`src/rtl/mem_stage_pkg.sv`:
```
// Shared definitions for the memory-access stage: load/store width codes,
// FSM state encodings, exception causes, write-back source codes, the
// captured-instruction and write-back payload structs, and the fault check.
package mem_stage_pkg;

    localparam int unsigned XLEN = 32;

    // FSM state encodings
    localparam logic [1:0] ST_IDLE = 2'd0;
    localparam logic [1:0] ST_REQ  = 2'd1;
    localparam logic [1:0] ST_RESP = 2'd2;

    // RV32I load/store funct3 codes
    localparam logic [2:0] F3_B  = 3'b000;
    localparam logic [2:0] F3_H  = 3'b001;
    localparam logic [2:0] F3_W  = 3'b010;
    localparam logic [2:0] F3_BU = 3'b100;
    localparam logic [2:0] F3_HU = 3'b101;

    // exc_cause codes
    localparam logic [1:0] EXC_NONE     = 2'b00;
    localparam logic [1:0] EXC_MISALIGN = 2'b01;
    localparam logic [1:0] EXC_ILLEGAL  = 2'b10;
    localparam logic [1:0] EXC_TIMEOUT  = 2'b11;

    // write-back source select codes
    localparam logic [1:0] FROM_ALU = 2'b00;
    localparam logic [1:0] FROM_MEM = 2'b01;
    localparam logic [1:0] FROM_PC4 = 2'b10;
    localparam logic [1:0] FROM_IMM = 2'b11;

    // Instruction fields held while a memory op is in flight
    typedef struct packed {
        logic            mem_read;
        logic [2:0]      funct3;
        logic [XLEN-1:0] alu_result;
        logic [1:0]      reg_src;
        logic [XLEN-1:0] pc_plus4;
        logic [XLEN-1:0] imm;
        logic [4:0]      rd;
        logic            reg_write;
    } op_t;

    // Everything write-back consumes
    typedef struct packed {
        logic [1:0]      reg_src;
        logic [XLEN-1:0] pc_plus4;
        logic [XLEN-1:0] imm;
        logic [XLEN-1:0] alu_result;
        logic [XLEN-1:0] mem2reg_data;
        logic [4:0]      rd;
        logic            reg_write;
    } wb_t;

    // Build the write-back payload; allow_write gates the register write
    function automatic wb_t make_wb(input op_t op, input logic [XLEN-1:0] data,
                                    input logic allow_write);
        wb_t wb;
        wb.reg_src      = op.reg_src;
        wb.pc_plus4     = op.pc_plus4;
        wb.imm          = op.imm;
        wb.alu_result   = op.alu_result;
        wb.mem2reg_data = data;
        wb.rd           = op.rd;
        wb.reg_write    = op.reg_write & allow_write;
        return wb;
    endfunction

    // Fault check in priority order: illegal encodings before misalignment
    function automatic logic [1:0] check_exc(input logic is_load, input logic is_store,
                                             input logic [2:0] f3, input logic [1:0] addr_lo);
        if (is_load && is_store)
            return EXC_ILLEGAL;
        if (is_load && !(f3 inside {F3_B, F3_H, F3_W, F3_BU, F3_HU}))
            return EXC_ILLEGAL;
        if (is_store && !(f3 inside {F3_B, F3_H, F3_W}))
            return EXC_ILLEGAL;
        // f3[1:0] is the access size once the encoding is known legal
        if ((is_load || is_store) &&
            ((f3[1:0] == 2'b01 && addr_lo[0]) || (f3[1:0] == 2'b10 && addr_lo != 2'b00)))
            return EXC_MISALIGN;
        return EXC_NONE;
    endfunction

endpackage

```
`src/rtl/mem_stage_load_align.sv`:
```
// Load data alignment: selects the byte/halfword addressed by addr_lo from
// the read word and sign- or zero-extends it according to funct3.
//   rdata   - word returned by memory
//   addr_lo - byte offset within the word
//   funct3  - load width code
//   data_c  - extended load value (0 for non-load codes)
module mem_stage_load_align
    import mem_stage_pkg::*;
(
    input  logic [XLEN-1:0] rdata,
    input  logic [1:0]      addr_lo,
    input  logic [2:0]      funct3,
    output logic [XLEN-1:0] data_c
);

    logic [7:0]  byte_sel;
    logic [15:0] half_sel;

    always_comb begin
        byte_sel = 8'(rdata >> {addr_lo, 3'b000});
        half_sel = addr_lo[1] ? rdata[31:16] : rdata[15:0];
        case (funct3)
            F3_B:    data_c = {{24{byte_sel[7]}}, byte_sel};
            F3_H:    data_c = {{16{half_sel[15]}}, half_sel};
            F3_W:    data_c = rdata;
            F3_BU:   data_c = {24'd0, byte_sel};
            F3_HU:   data_c = {16'd0, half_sel};
            default: data_c = '0;
        endcase
    end

endmodule

```
`src/rtl/mem_stage.sv`:
```
// RV32I memory-access stage between execute and write-back. Accepts one
// instruction in IDLE, performs the load/store over a valid/ready data bus
// (REQ then RESP), and emits a one-cycle out_valid pulse with the registered
// write-back payload. Faults and response timeouts pulse mem_exc alongside.
//   in_*        - instruction from execute, accepted when in_valid & in_ready
//   dmem_req_*  - request channel (word address, we, byte enables, wdata)
//   dmem_resp_* - response channel, sampled only in RESP
//   out_*       - write-back payload, held between pulses
//   mem_exc / exc_cause - exception pulse and its cause
module mem_stage
    import mem_stage_pkg::*;
#(
    parameter int unsigned RESP_TIMEOUT = 255
) (
    input  logic            clk,
    input  logic            rst_n,
    input  logic            in_valid,
    output logic            in_ready,
    input  logic            in_mem_read,
    input  logic            in_mem_write,
    input  logic [2:0]      in_funct3,
    input  logic [XLEN-1:0] in_alu_result,
    input  logic [XLEN-1:0] in_rs2_data,
    input  logic [1:0]      in_reg_src,
    input  logic [XLEN-1:0] in_pc_plus4,
    input  logic [XLEN-1:0] in_imm,
    input  logic [4:0]      in_rd,
    input  logic            in_reg_write,
    output logic            dmem_req_valid,
    input  logic            dmem_req_ready,
    output logic [XLEN-1:0] dmem_addr,
    output logic            dmem_we,
    output logic [3:0]      dmem_be,
    output logic [XLEN-1:0] dmem_wdata,
    input  logic            dmem_resp_valid,
    input  logic [XLEN-1:0] dmem_rdata,
    output logic            out_valid,
    output logic [1:0]      out_reg_src,
    output logic [XLEN-1:0] out_pc_plus4,
    output logic [XLEN-1:0] out_imm,
    output logic [XLEN-1:0] out_alu_result,
    output logic [XLEN-1:0] out_mem2reg_data,
    output logic [4:0]      out_rd,
    output logic            out_reg_write,
    output logic            mem_exc,
    output logic [1:0]      exc_cause
);

    localparam int unsigned CNT_W = (RESP_TIMEOUT > 1) ? $clog2(RESP_TIMEOUT) : 1;

    logic [1:0]       state_q, state_nxt;
    op_t              op_q, op_nxt, in_op;
    wb_t              wb_q, wb_nxt;
    logic [CNT_W-1:0] cnt_q, cnt_nxt;
    logic             req_valid_q, req_valid_nxt;
    logic [XLEN-1:0]  addr_q, addr_nxt;
    logic             we_q, we_nxt;
    logic [3:0]       be_q, be_nxt;
    logic [XLEN-1:0]  wdata_q, wdata_nxt;
    logic             out_valid_q, out_valid_nxt;
    logic             exc_q, exc_nxt;
    logic [1:0]       cause_q, cause_nxt;
    logic [1:0]       in_exc;
    logic             timeout_hit;
    logic [XLEN-1:0]  load_data;

    mem_stage_load_align u_load_align (
        .rdata   (dmem_rdata),
        .addr_lo (op_q.alu_result[1:0]),
        .funct3  (op_q.funct3),
        .data_c  (load_data)
    );

    // Incoming instruction as a capture payload, plus its fault check
    always_comb begin
        in_op.mem_read   = in_mem_read;
        in_op.funct3     = in_funct3;
        in_op.alu_result = in_alu_result;
        in_op.reg_src    = in_reg_src;
        in_op.pc_plus4   = in_pc_plus4;
        in_op.imm        = in_imm;
        in_op.rd         = in_rd;
        in_op.reg_write  = in_reg_write;
        in_exc = check_exc(in_mem_read, in_mem_write, in_funct3, in_alu_result[1:0]);
    end

    // The counter sits at N-1 during the Nth cycle spent in RESP
    assign timeout_hit = (RESP_TIMEOUT != 0) && (cnt_q == CNT_W'(RESP_TIMEOUT - 1));

    // Next-state and next-output logic
    always_comb begin
        state_nxt     = state_q;
        op_nxt        = op_q;
        wb_nxt        = wb_q;
        cnt_nxt       = cnt_q;
        req_valid_nxt = req_valid_q;
        addr_nxt      = addr_q;
        we_nxt        = we_q;
        be_nxt        = be_q;
        wdata_nxt     = wdata_q;
        out_valid_nxt = 1'b0;
        exc_nxt       = 1'b0;
        cause_nxt     = cause_q;

        case (state_q)
            ST_IDLE: begin
                if (in_valid) begin
                    if (in_exc != EXC_NONE) begin
                        out_valid_nxt = 1'b1;
                        exc_nxt       = 1'b1;
                        cause_nxt     = in_exc;
                        wb_nxt        = make_wb(in_op, '0, 1'b0);
                    end else if (in_mem_read || in_mem_write) begin
                        state_nxt     = ST_REQ;
                        op_nxt        = in_op;
                        req_valid_nxt = 1'b1;
                        addr_nxt      = {in_alu_result[XLEN-1:2], 2'b00};
                        we_nxt        = in_mem_write;
                        be_nxt        = 4'b0000;
                        wdata_nxt     = '0;
                        if (in_mem_write) begin
                            case (in_funct3)
                                F3_B: begin
                                    be_nxt    = 4'b0001 << in_alu_result[1:0];
                                    wdata_nxt = {4{in_rs2_data[7:0]}};
                                end
                                F3_H: begin
                                    be_nxt    = 4'b0011 << {in_alu_result[1], 1'b0};
                                    wdata_nxt = {2{in_rs2_data[15:0]}};
                                end
                                default: begin
                                    be_nxt    = 4'b1111;
                                    wdata_nxt = in_rs2_data;
                                end
                            endcase
                        end
                    end else begin
                        out_valid_nxt = 1'b1;
                        cause_nxt     = EXC_NONE;
                        wb_nxt        = make_wb(in_op, '0, 1'b1);
                    end
                end
            end
            ST_REQ: begin
                if (dmem_req_ready) begin
                    state_nxt     = ST_RESP;
                    req_valid_nxt = 1'b0;
                    cnt_nxt       = '0;
                end
            end
            ST_RESP: begin
                if (dmem_resp_valid) begin
                    state_nxt     = ST_IDLE;
                    out_valid_nxt = 1'b1;
                    cause_nxt     = EXC_NONE;
                    wb_nxt        = make_wb(op_q, op_q.mem_read ? load_data : '0, 1'b1);
                end else if (timeout_hit) begin
                    state_nxt     = ST_IDLE;
                    out_valid_nxt = 1'b1;
                    exc_nxt       = 1'b1;
                    cause_nxt     = EXC_TIMEOUT;
                    wb_nxt        = make_wb(op_q, '0, 1'b0);
                end else begin
                    cnt_nxt = cnt_q + CNT_W'(1);
                end
            end
            default: begin
                state_nxt     = ST_IDLE;
                req_valid_nxt = 1'b0;
            end
        endcase
    end

    // State and output registers
    always_ff @(posedge clk or negedge rst_n) begin
        if (!rst_n) begin
            state_q     <= ST_IDLE;
            op_q        <= '0;
            wb_q        <= '0;
            cnt_q       <= '0;
            req_valid_q <= 1'b0;
            addr_q      <= '0;
            we_q        <= 1'b0;
            be_q        <= 4'b0000;
            wdata_q     <= '0;
            out_valid_q <= 1'b0;
            exc_q       <= 1'b0;
            cause_q     <= EXC_NONE;
        end else begin
            state_q     <= state_nxt;
            op_q        <= op_nxt;
            wb_q        <= wb_nxt;
            cnt_q       <= cnt_nxt;
            req_valid_q <= req_valid_nxt;
            addr_q      <= addr_nxt;
            we_q        <= we_nxt;
            be_q        <= be_nxt;
            wdata_q     <= wdata_nxt;
            out_valid_q <= out_valid_nxt;
            exc_q       <= exc_nxt;
            cause_q     <= cause_nxt;
        end
    end

    assign in_ready         = (state_q == ST_IDLE);
    assign dmem_req_valid   = req_valid_q;
    assign dmem_addr        = addr_q;
    assign dmem_we          = we_q;
    assign dmem_be          = be_q;
    assign dmem_wdata       = wdata_q;
    assign out_valid        = out_valid_q;
    assign out_reg_src      = wb_q.reg_src;
    assign out_pc_plus4     = wb_q.pc_plus4;
    assign out_imm          = wb_q.imm;
    assign out_alu_result   = wb_q.alu_result;
    assign out_mem2reg_data = wb_q.mem2reg_data;
    assign out_rd           = wb_q.rd;
    assign out_reg_write    = wb_q.reg_write;
    assign mem_exc          = exc_q;
    assign exc_cause        = cause_q;

endmodule

```
`config.mk`:
```
export PLATFORM = sky130hd
export DESIGN_NAME = mem_stage
export DESIGN_NICKNAME = d
export VERILOG_FILES = /design/src/rtl/mem_stage_pkg.sv /design/src/rtl/mem_stage_load_align.sv /design/src/rtl/mem_stage.sv
export SDC_FILE = /design/constraint.sdc
export NUM_CORES = 1
export LEC_CHECK = 0
export CORE_ASPECT_RATIO = 0.7
export CORE_MARGIN = 2
export CORE_UTILIZATION = 49
export CTS_CLUSTER_SIZE = 12
export DETAILED_ROUTE_END_ITERATION = 12
export PLACE_DENSITY = 0.8
export SYNTH_ARGS = -nofsm -noshare
export SYNTH_HDL_FRONTEND = slang
export SYNTH_SLANG_ARGS = --single-unit
```
`constraint.sdc`:
```
create_clock -name clk -period 2.5 [get_ports clk]
set_input_delay 0.25 -clock clk [delete_from_list [all_inputs] [get_ports clk]]
set_output_delay 0.25 -clock clk [all_outputs]
set_load 0.01 [all_outputs]
```
==> results of run 1 <==
cells in the mapped netlist (10+ instances only):
library cell	number
dfrtp_1	296
mux2_4	51
buf_2	17
mux2i_1	35
o211ai_1	12
o2bb2ai_1	23
buf_4	33
nor2b_1	13
nor2_1	14
a21oi_1	19
o21ai_0	54
mux2_2	161
clkbuf_1	48
nand2_1	388
inv_1	10
state kept, by name, summed over array words and instances (netlist names), 2 cells and up:
| signal | flops |
|---|---|
| cnt_q | 8 |
| dmem_be | 4 |
| dmem_wdata | 32 |
| exc_cause | 2 |
| op_q | 107 |
| out_alu_result | 32 |
| out_imm | 32 |
| out_mem2reg_data | 32 |
| out_pc_plus4 | 32 |
| out_rd | 5 |
| out_reg_src | 2 |
| state_q | 2 |
where the power goes:
group	total, mW	switching (mW)	internal (mW)
combinational	10.3	4.43	5.82
clock	3.97	1.76	2.20
sequential	8.47	1.45	7.01
total	22.7	7.65	15.0
worst max-delay path: stages, from the launching register on:
cell,delay (ns)
dfrtp_1,0.46
inv_1,0.13
ha_1,0.18
nand4_1,0.20
o221a_1,0.33
inv_4,0.13
buf_12,0.33
mux2_2,0.39
area by class of cell:
| class | instances | area share (%) |
|---|---|---|
| flip-flops and latches | 296 | 38.9 |
| multi-input cells | 856 | 30.9 |
| repair buffers | 445 | 23.3 |
| clock buffers | 41 | 4.26 |
| well taps | 371 | 2.44 |
| inverters | 11 | 0.230 |
layout by cell type (no fill, tap or decap), types with 8 or more instances in the layout:
cell	n
dfrtp_1	296
mux2_2	161
clkdlybuf4s50_1	385
nor2b_1	12
o2bb2ai_1	23
clkbuf_1	8
a21oi_1	19
buf_4	49
buf_12	9
a221oi_1	9
nor2_1	13
clkbuf_16	29
mux2_4	51
o211ai_1	12
nand2_1	388
o21ai_0	54
inv_1	10
mux2i_1	35
worst paths after layout:
kind                               endpoint  slack, ns            start
setup / recovery           out_pc_plus4[25]       0.16         cnt_q[0]
hold / removal                     op_q[77]       0.23            rst_n
setup reg to reg           out_pc_plus4[25]       0.16         cnt_q[0]
hold reg to reg               dmem_wdata[4]       0.48    dmem_wdata[4]
max in group asynchronous         op_q[101]       1.39            rst_n
min in group clk             dmem_wdata[23]       0.32  in_rs2_data[23]
cell families (layout without fill, tap and decap cells):
kind of cell / Yosys count / in the layout / synth area share [%]
flip-flops: 296 / 296 / 53.1
buffers and inverters: 125 / 497 / 4.84
other: 1 / 2 / 0.0269
XOR/XNOR: 1 / 1 / 0.0629
AND/OR/NAND/NOR: 451 / 451 / 13.0
AO/OA/AOI/OAI: 151 / 151 / 7.46
multiplexers: 248 / 248 / 21.2
adder cells (fa/ha/maj): 3 / 3 / 0.260
per-layer routing:
| metal | vias to the layer above | routed length (um) | GRT usage [%] |
|---|---|---|---|
| met5 | - | 11 | 0 |
| met4 | 2 | 1140 | 6.80 |
| met3 | 80 | 3260 | 7.43 |
| met2 | 409 | 17300 | 38.9 |
| met1 | 5384 | 17200 | 36.9 |
| li1 | 5028 | - | - |
==> key figures, run 1 <==
Clock tree
  • Worst skew pair latency: 0.55 ns
  • CTS tree: built
  • Cts repair resizes: 0
  • Num CTS Buffers: 29
  • Post-CTS setup buffers: 0
  • Htree depth: 1
  • # hold bufs at CTS: 1
  • Reg clk slew, reported paths: 0.06 ns
  • Clock Sinks: 296
  • Root Buffer: clkbuf_16
  • Max clock buf depth: 3

Yosys
  • Async S/R FF share, synth: 100%
  • Register area share after synthesis: 53.1%
  • Cells after Synth: 1276
  • Yosys cell types: 56
  • Avg Synthesized Cell Area: 10.9 sq um
  • Number of flops mapped to enable cells by yosys: 0
  • Top cell type's share of synthesized area: 53.1%
  • Synth area leader: dfrtp_1
  • Syn. warnings: 0
  • #FFs+latches synth: 296
  • Main flop type after synthesis: dfrtp_1
  • Area of the mapped netlist: 0.0139 sq mm
  • Top cells by area, synth: dfrtp_1, mux2_2, nand2_1, mux2_4, mux2i_1

Power and ir drop
  • Pwr Total: 22.7 mW
  • Leak: 8.59 nW
  • Pwr/cell area: 1190 mW/mm^2
  • Peak supply drop: 615 uV

Place
  • Inst Count DP: 1978
  • DP Area: 0.0182 sq mm
  • Final HPWL DP: 27600 um
  • Final Wtd Congestion: 0.855
  • Number of port buffers: 386
  • Pre-CTS setup slack: -0.138 ns

Timing
  • F_max: 428 MHz
  • RSZ-0062 raised after global routing: no
  • Crit share post-route: 93.6%
  • Fin. max-slew vios: 0
  • Final Hold Slack: 0.232 ns
  • Setup-failing EPs final: 0
  • Final worst setup slack: 0.161 ns
  • Tmin final: 2.34 ns
  • Fin Setup TNS: 0 ns
  • Slew @ Worst Pin: 0.811 ns
  • Slew headroom: 45.9%
  • Final Hold Fails: 0
  • Post-Route Skew: 0.00931 ns

Finish
  • Nets@finish: 1819
  • FILL cells: 2022
  • Multi-input logic area: 0.00588 sq mm
  • Register area: 0.00741 sq mm
  • Share of cells above drive strength 1: 19.3%
  • Non-Filler Instances: 2020
  • Cell area after layout: 0.0190 sq mm
  • P&R area growth vs syn: 36.5%
  • Utilization after layout: 68.2%
  • Antenna diodes: 0

Worst setup path
  • CP Launch Type: flop
  • Worst EP arrival: 2.77 ns
  • Crit Path Max Fanout: 66
  • Worst r2r path cells: 7
  • Critical path required time: 2.93 ns
  • WS Path Type: flop to flop
  • Worst setup EP type: flop

GRT
  • Largest net degree at the start of global routing: 72
  • Vias in the first global route: 11000
  • First-pass GRT wire length: 61500 um
  • Grt ovf: 0
  • GRT Overall Usage: 25.9%
  • Antenna violations before repair: 1

Routing
  • Via density: 5.40
  • Drt pass-1 iters: 5
  • Routed WL per cell: 19.3 um
  • Post-Route WL: 38900 um
  • Routed Antenna Nets: 0
  • DRT iter0 DRCs: 798
  • Via count: 10900
  • DRC Markers: 0

Die
  • I/O pin count: 389
  • Die width: 206 um
  • Initial Util: 50.0%
  • Num rows: 51
  • Placeable Area: 0.0279 sq mm
  • Die height: 145 um
  • Die ar.: 0.0298 sq mm

Run
  • Number of max-cap violations: 0

Run status
  • Status: finished, final reports clean

Min path
  • Type of the worst min-delay path: input pin to async pin
No activity file was read; power rests on OpenSTA's default activity.
==> inputs of run 2 (changes only) <==
Settings changed: CORE_ASPECT_RATIO 0.7 to 0.5.
==> run 2 against run 1 <==
  * Maximum frequency is 5.0% higher
  * Power about the same
  * Critical path depth decreased by 1
  * Combinational power is essentially flat
  * Non-clock buffer count fell by 12
  * Worst hold slack improved by 0.027 ns
  * Final area is 0.13% lower
  * Setup slack improved by 0.11 ns
  * Routed wire length rose by 1.6%
  * Critical path type unchanged
  * Largest cell class unchanged
==> key figures, run 2 (synthesized netlist as in run 1, its figures left out) <==
Run status
  • Status: finished, final reports clean

Worst setup path
  • WS Path Type: flop to flop
  • Worst r2r path cells: 6 (-1)
  • Worst EP arrival: 2.72 ns (-0.05 ns)
  • R2r setup slk: 0.27 ns (+0.11 ns)
  • Reg2reg end: cnt_q[5]
  • CP Launch Type: flop
  • Critical path required time: 2.99 ns (+0.06 ns)
  • Crit Path Max Fanout: 13 (-80%)
  • Reg2Reg Launch Point: state_q[1]
  • Worst setup EP type: flop

Finish
  • FILL cells: 2059 (+1.8%)
  • Share of cells above drive strength 1: 18.9% (-0.40 points)
  • Most frequent cells in the layout: nand2_1, clkdlybuf4s50_1, dfrtp_1
  • Non-Filler Instances: 2025 (+0.25%)
  • P&R area growth vs syn: 36.4%
  • Nets@finish: 1807 (-0.66%)
  • Top reg by flops: op_q
  • Most common cell after layout, fill and taps aside: nand2_1
  • Utilization after layout: 68.3% (+0.082 points)
  • Max FFs per register: 107 (unchanged)

Timing
  • Crit share post-route: 89.1% (-4.4 points)
  • Tmin final: 2.23 ns (-0.111 ns)
  • Fin Setup TNS: 0 ns (unchanged)
  • Final Hold Fails: 0 (unchanged)
  • F_max: 449 MHz (+5.0%)
  • Setup-failing EPs final: 0 (unchanged)
  • Fin. max-slew vios: 0 (unchanged)
  • Slew @ Worst Pin: 0.839 ns (+0.0282 ns)
  • Slew headroom: 44.0% (-1.9 points)
  • Final Hold Slack: 0.259 ns (+0.0269 ns)
  • RSZ-0062 raised after global routing: no
  • Final worst setup slack: 0.272 ns (+0.111 ns)
  • Post-Route Skew: 0.0110 ns (+0.00165 ns)

GRT
  • Largest net degree at the start of global routing: 76 (+5.6%)
  • GRT Overall Usage: 26.4% (+0.48 points)
  • Vias in the first global route: 11400 (+3.4%)
  • Antenna violations before repair: 5 (+4)
  • First-pass GRT wire length: 62300 um (+1.2%)
  • Grt ovf: 0 (unchanged)

Clock tree
  • Clock Sinks: 296 (unchanged)
  • # hold bufs at CTS: 1 (unchanged)
  • Root Buffer: clkbuf_16
  • Worst skew pair latency: 0.55 ns (about the same)
  • Post-CTS setup buffers: 0 (unchanged)
  • CTS tree: built
  • Num CTS Buffers: 29 (unchanged)
  • Htree depth: 1 (unchanged)
  • Reg clk slew, reported paths: 0.06 ns (about the same)
  • Max clock buf depth: 3 (unchanged)
  • Cts repair resizes: 0 (unchanged)

Die
  • Die width: 243 um (+18%)
  • Placeable Area: 0.0278 sq mm (-0.25%)
  • Initial Util: 50.1% (+0.13 points)
  • I/O pin count: 389 (unchanged)
  • Num rows: 43 (-16%)
  • Die ar.: 0.0299 sq mm (+0.20%)
  • Die height: 123 um (-15%)

Place
  • Inst Count DP: 1977 (-0.051%)
  • Final Wtd Congestion: 0.931 (+8.8%)
  • Final HPWL DP: 28500 um (+3.3%)
  • Number of port buffers: 386 (unchanged)
  • Pre-CTS setup slack: -0.186 ns (-0.0477 ns)

Routing
  • Via density: 5.35 (-0.82%)
  • Routed WL per cell: 19.5 um (+1.4%)
  • Via count: 10800 (-0.58%)
  • DRC Markers: 0 (unchanged)
  • Drt pass-1 iters: 6 (+1)
  • Routed Antenna Nets: 0 (unchanged)
  • Post-Route WL: 39500 um (+1.6%)
  • DRT iter0 DRCs: 735 (-7.9%)

Power and ir drop
  • Peak supply drop: 580 uV (-5.7%)
  • Leak: 8.55 nW (-0.46%)
  • Pwr/cell area: 1190 mW/mm^2 (+0.18%)

Min path
  • Type of the worst min-delay path: input pin to async pin

Run
  • Number of max-cap violations: 0 (unchanged)
## run 2: changes by cell type in the layout (fill, tap and decap cells not counted), sizes merged
cell	change
clkbuf	-2
buf	-12
diode	+7
inv	+1
## run 2: area by class of cell
cell class	count	area [sq um]	share of cell area (%)
Antenna cell	7	17.5	0.0922
Clock buffer	39	823	4.33
Clock inverter	1	8.76	0.0461
Inverter	11	43.8	0.230
Multi-Input combinational cell	856	5880	30.9
Sequential cell	296	7410	39.0
Tap cell	382	478	2.51
Timing Repair Buffer	433	4350	22.9
## run 2: worst max path at each step
stage	slack, ns	cells past startpoint	to	startpoint
4_1_cts	0.33	6	cnt_q[4]	state_q[1]
6_report	0.27	6	cnt_q[5]	state_q[1]
3_3_place_gp	-0.08	8	dmem_wdata[12]	in_funct3[0]
2_1_floorplan	0.29	8	op_q[80]	in_funct3[0]
3_5_place_dp	-0.19	9	out_pc_plus4[20]	in_funct3[0]
5_1_grt	0.11	6	cnt_q[4]	state_q[1]
## run 2: report_power, final
| group | internal (mW) | switching [mW] | total (mW) |
|---|---|---|---|
| registers | 7.02 | 1.40 | 8.41 |
| clock network | 2.26 | 1.80 | 4.06 |
| logic | 5.77 | 4.46 | 10.2 |
## run 2: per-layer routing
| layer | share of wire, % | GRT usage [%] | routed length [um] | up-vias |
|---|---|---|---|---|
| met5 | 0 | 0 | 0 | - |
| met1 | 41 | 32.4 | 16000 | 5451 |
| met4 | 4.1 | 12.3 | 1620 | 0 |
| li1 | - | - | - | 5006 |
| met3 | 3.5 | 3.65 | 1400 | 96 |
| met2 | 52 | 47.0 | 20500 | 287 |
## run 2: worst max-delay path, cell delays in order (launching register included)
cell,delay [ns]
dfrtp_1,0.37
buf_4,0.16
nand2b_1,0.17
nor2_1,0.39
o22ai_1,0.41
or4_1,0.58
nand2_1,0.09
## run 2: metrics by stage
step           power [mW]  instance area, sq um
4_1_cts              22.9                 19000
6_report             22.7                 19000
5_1_grt              24.0                 19000
2_1_floorplan        13.9                 13900
3_3_place_gp         18.3                 18100
3_5_place_dp         18.7                 18100
==> inputs of run 3 (changes only) <==
Settings changed: PLACE_DENSITY 0.8 to 0.79.
Clock period 2.5 ns to 2.05 ns, I/O delays scaled along.
==> run 3 against run 2 <==
  * The run now ends with negative setup slack left
  * Clock skew barely moved
  * Clock power increased by 21%
  * Final cell count increased by 3.0%
  * Die area stayed put
  * Power is 30% higher
  * Maximum frequency rose by 3.8%
  * Non-clock buffer count is 63 higher
  * Critical path type unchanged
  * Critical endpoint is now op_q[0]
  * Largest cell class unchanged
==> key figures, run 3 (synthesized netlist as in run 1, its figures left out) <==
Clock tree
  • Clock Sinks: 296 (unchanged)
  • Max clock buf depth: 3 (unchanged)
  • Num CTS Buffers: 29 (unchanged)
  • CTS tree: built
  • Root Buffer: clkbuf_16
  • Reg clk slew, reported paths: 0.07 ns (about the same)
  • Worst skew pair latency: 0.56 ns (about the same)
  • Htree depth: 1 (unchanged)

Power and ir drop
  • Sw Pwr: 10.2 mW (+33%)
  • Internal power: 19.3 mW (+28%)
  • Reg power frac: 35.5% (-1.6 points)
  • Clock share of power: 16.7% (-1.2 points)
  • Leak: 9.22 nW (+7.8%)
  • Sw Ratio: 34.6% (+0.90 points)
  • Comb power frac: 47.8% (+2.7 points)
  • Peak supply drop: 845 uV (+45%)
  • Pwr/cell area: 1450 mW/mm^2 (+21%)

Routing
  • Via density: 5.57 (+4.0%)
  • Routed WL per cell: 21.8 um (+12%)
  • Via count: 11600 (+7.2%)
  • DRC Markers: 0 (unchanged)
  • Drt pass-1 iters: 5 (-1)
  • Post-Route WL: 45400 um (+15%)
  • DRT iter0 DRCs: 769 (+4.6%)
  • Routed Antenna Nets: 0 (unchanged)

Finish
  • Max FFs per register: 107 (unchanged)
  • Cell area after layout: 0.0204 sq mm (+7.1%)
  • P&R area growth vs syn: 46.1%
  • Top reg by flops: op_q
  • Most common cell after layout, fill and taps aside: clkdlybuf4s50_1
  • Share of cells above drive strength 1: 25.0% (+6.1 points)
  • Most frequent cells in the layout: clkdlybuf4s50_1, nand2_1, dfrtp_1
  • Nets@finish: 1872 (+3.6%)
  • FILL cells: 1830 (-11%)

Timing
  • Setup-failing EPs final: 112 (+112)
  • Fin. max-slew vios: 0 (unchanged)
  • Tmin final: 2.15 ns (-0.0824 ns)
  • Post-Route Skew: 0.0114 ns (+0.000397 ns)
  • Final Hold Fails: 0 (unchanged)
  • Fin Setup TNS: -6.21 ns (-6.21 ns)
  • Slew @ Worst Pin: 0.654 ns (-0.186 ns)
  • Slew headroom: 56.4% (+12 points)
  • RSZ-0062 raised after global routing: yes
  • Crit share post-route: 105% (+16 points)
  • F_max: 466 MHz (+3.8%)
  • Final worst setup slack: -0.0956 ns (-0.368 ns)

Die
  • Initial Util: 50.1% (unchanged)
  • Num rows: 43 (unchanged)
  • Die height: 123 um (unchanged)
  • Die width: 243 um (unchanged)
  • Die ar.: 0.0299 sq mm (unchanged)
  • Placeable Area: 0.0278 sq mm (unchanged)
  • I/O pin count: 389 (unchanged)

Worst setup path
  • Worst setup EP type: flop
  • Worst r2r path cells: 6 (unchanged)
  • Crit Path Max Fanout: 8 (-5)
  • Worst EP arrival: 2.59 ns (-0.13 ns)
  • WS Path Type: flop to flop
  • Critical path required time: 2.49 ns (-0.50 ns)
  • Reg2reg end: op_q[0]
  • CP endpoint: op_q[0]
  • R2r setup slk: -0.1 ns (-0.37 ns)
  • Critical path origin: state_q[1]
  • CP Launch Type: flop
  • Reg2Reg Launch Point: state_q[1]

GRT
  • Largest net degree at the start of global routing: 79 (+3.9%)
  • GRT Overall Usage: 28.5% (+2.1 points)
  • Grt ovf: 0 (unchanged)
  • First-pass GRT wire length: 66900 um (+7.4%)
  • Antenna violations before repair: 0 (-5)
  • Vias in the first global route: 11900 (+5.1%)

Min path
  • Type of the worst min-delay path: input pin to async pin

Run
  • Number of max-cap violations: 0 (unchanged)

Place
  • Final Wtd Congestion: 0.893 (-4.1%)
  • Number of port buffers: 386 (unchanged)
  • Final HPWL DP: 28500 um (about the same)
  • DP Area: 0.0184 sq mm (+1.4%)

Run status
  • Status: finished, violations left
  • Failing checks: negative setup slack
## run 3: cell count changes in the layout (fill, tap and decap cells not counted), moves of 7 or more
cell,change
buf_12,+7
buf_16,+17
buf_4,+26
nand2_1,-29
nand2_2,+13
nand2_4,+16
o21ai_0,-38
o21ai_1,+23
o21ai_2,+13
## run 3: cell type report
| class | instances | area [sq um] | share of cell area, % |
|---|---|---|---|
| clock buffer | 38 | 800 | 3.93 |
| clock inverter | 2 | 13.8 | 0.0676 |
| tap | 382 | 478 | 2.35 |
| antenna | 3 | 7.51 | 0.0369 |
| multi-input combinational | 856 | 6180 | 30.4 |
| sequential | 296 | 7410 | 36.4 |
| timing repair inverter | 2 | 17.5 | 0.0861 |
| inverter | 11 | 53.8 | 0.264 |
| timing repair buffer | 496 | 5390 | 26.5 |
## run 3: worst min path at each step
stage / start / end / cells past startpoint
5_1_grt: in_funct3[0] / op_q[104] / 3
4_1_cts: rst_n / dmem_addr[31] / 2
6_report: rst_n / dmem_addr[31] / 2
3_5_place_dp: rst_n / dmem_addr[31] / 1
2_1_floorplan: rst_n / cnt_q[0] / 0
3_3_place_gp: rst_n / dmem_addr[31] / 1
## run 3: power by group through the flow
stage	clock network [mW]	logic (mW)	registers, mW
after detailed placement	0	12.8	10.3
after floorplan	0	6.40	10.6
after CTS	4.96	13.5	10.3
final	4.93	14.1	10.5
after global routing	5.23	14.9	10.7
after global placement	0	12.4	10.1
## run 3: what timing repair did
action | CTS | global route
cloned | 16 | 7
resized for setup | 107 | 55
setup endpoints to repair | 198 | 242
setup buffers | 7 | 5
pin swaps | 19 | 18
hold endpoints to repair | 296 | 0
hold buffers | 1 | 0
## run 3: critical path: stages (launching register included)
cell,delay [ns]
dfrtp_1,0.39
or3b_4,0.41
buf_6,0.12
a2111o_2,0.42
buf_12,0.20
clkbuf_16,0.18
mux2_2,0.29
## run 3: layer usage
layer	share of wire [%]	wire length, um	GRT usage [%]	vias to the layer above
met3	5.0	2280	4.17	153
li1	-	-	-	5139
met2	50	22900	49.6	486
met5	0	0	0	-
met4	4.9	2230	13.1	0
met1	40	18000	36.0	5839
## run 3: metrics by stage
step           setup slack [ns]  instances  util (%)  power [mW]  hold WS [ns]
3_3_place_gp             -0.465       2007      66.1        22.5         0.135
6_report                -0.0956       2086      73.2        29.5         0.148
3_5_place_dp             -0.558       2007      66.1        23.1         0.133
5_1_grt                  -0.129       2083      73.2        30.9         0.168
4_1_cts                  -0.133       2071      71.7        28.8         0.150
2_1_floorplan           -0.0543       1277         -        17.0       -0.0906
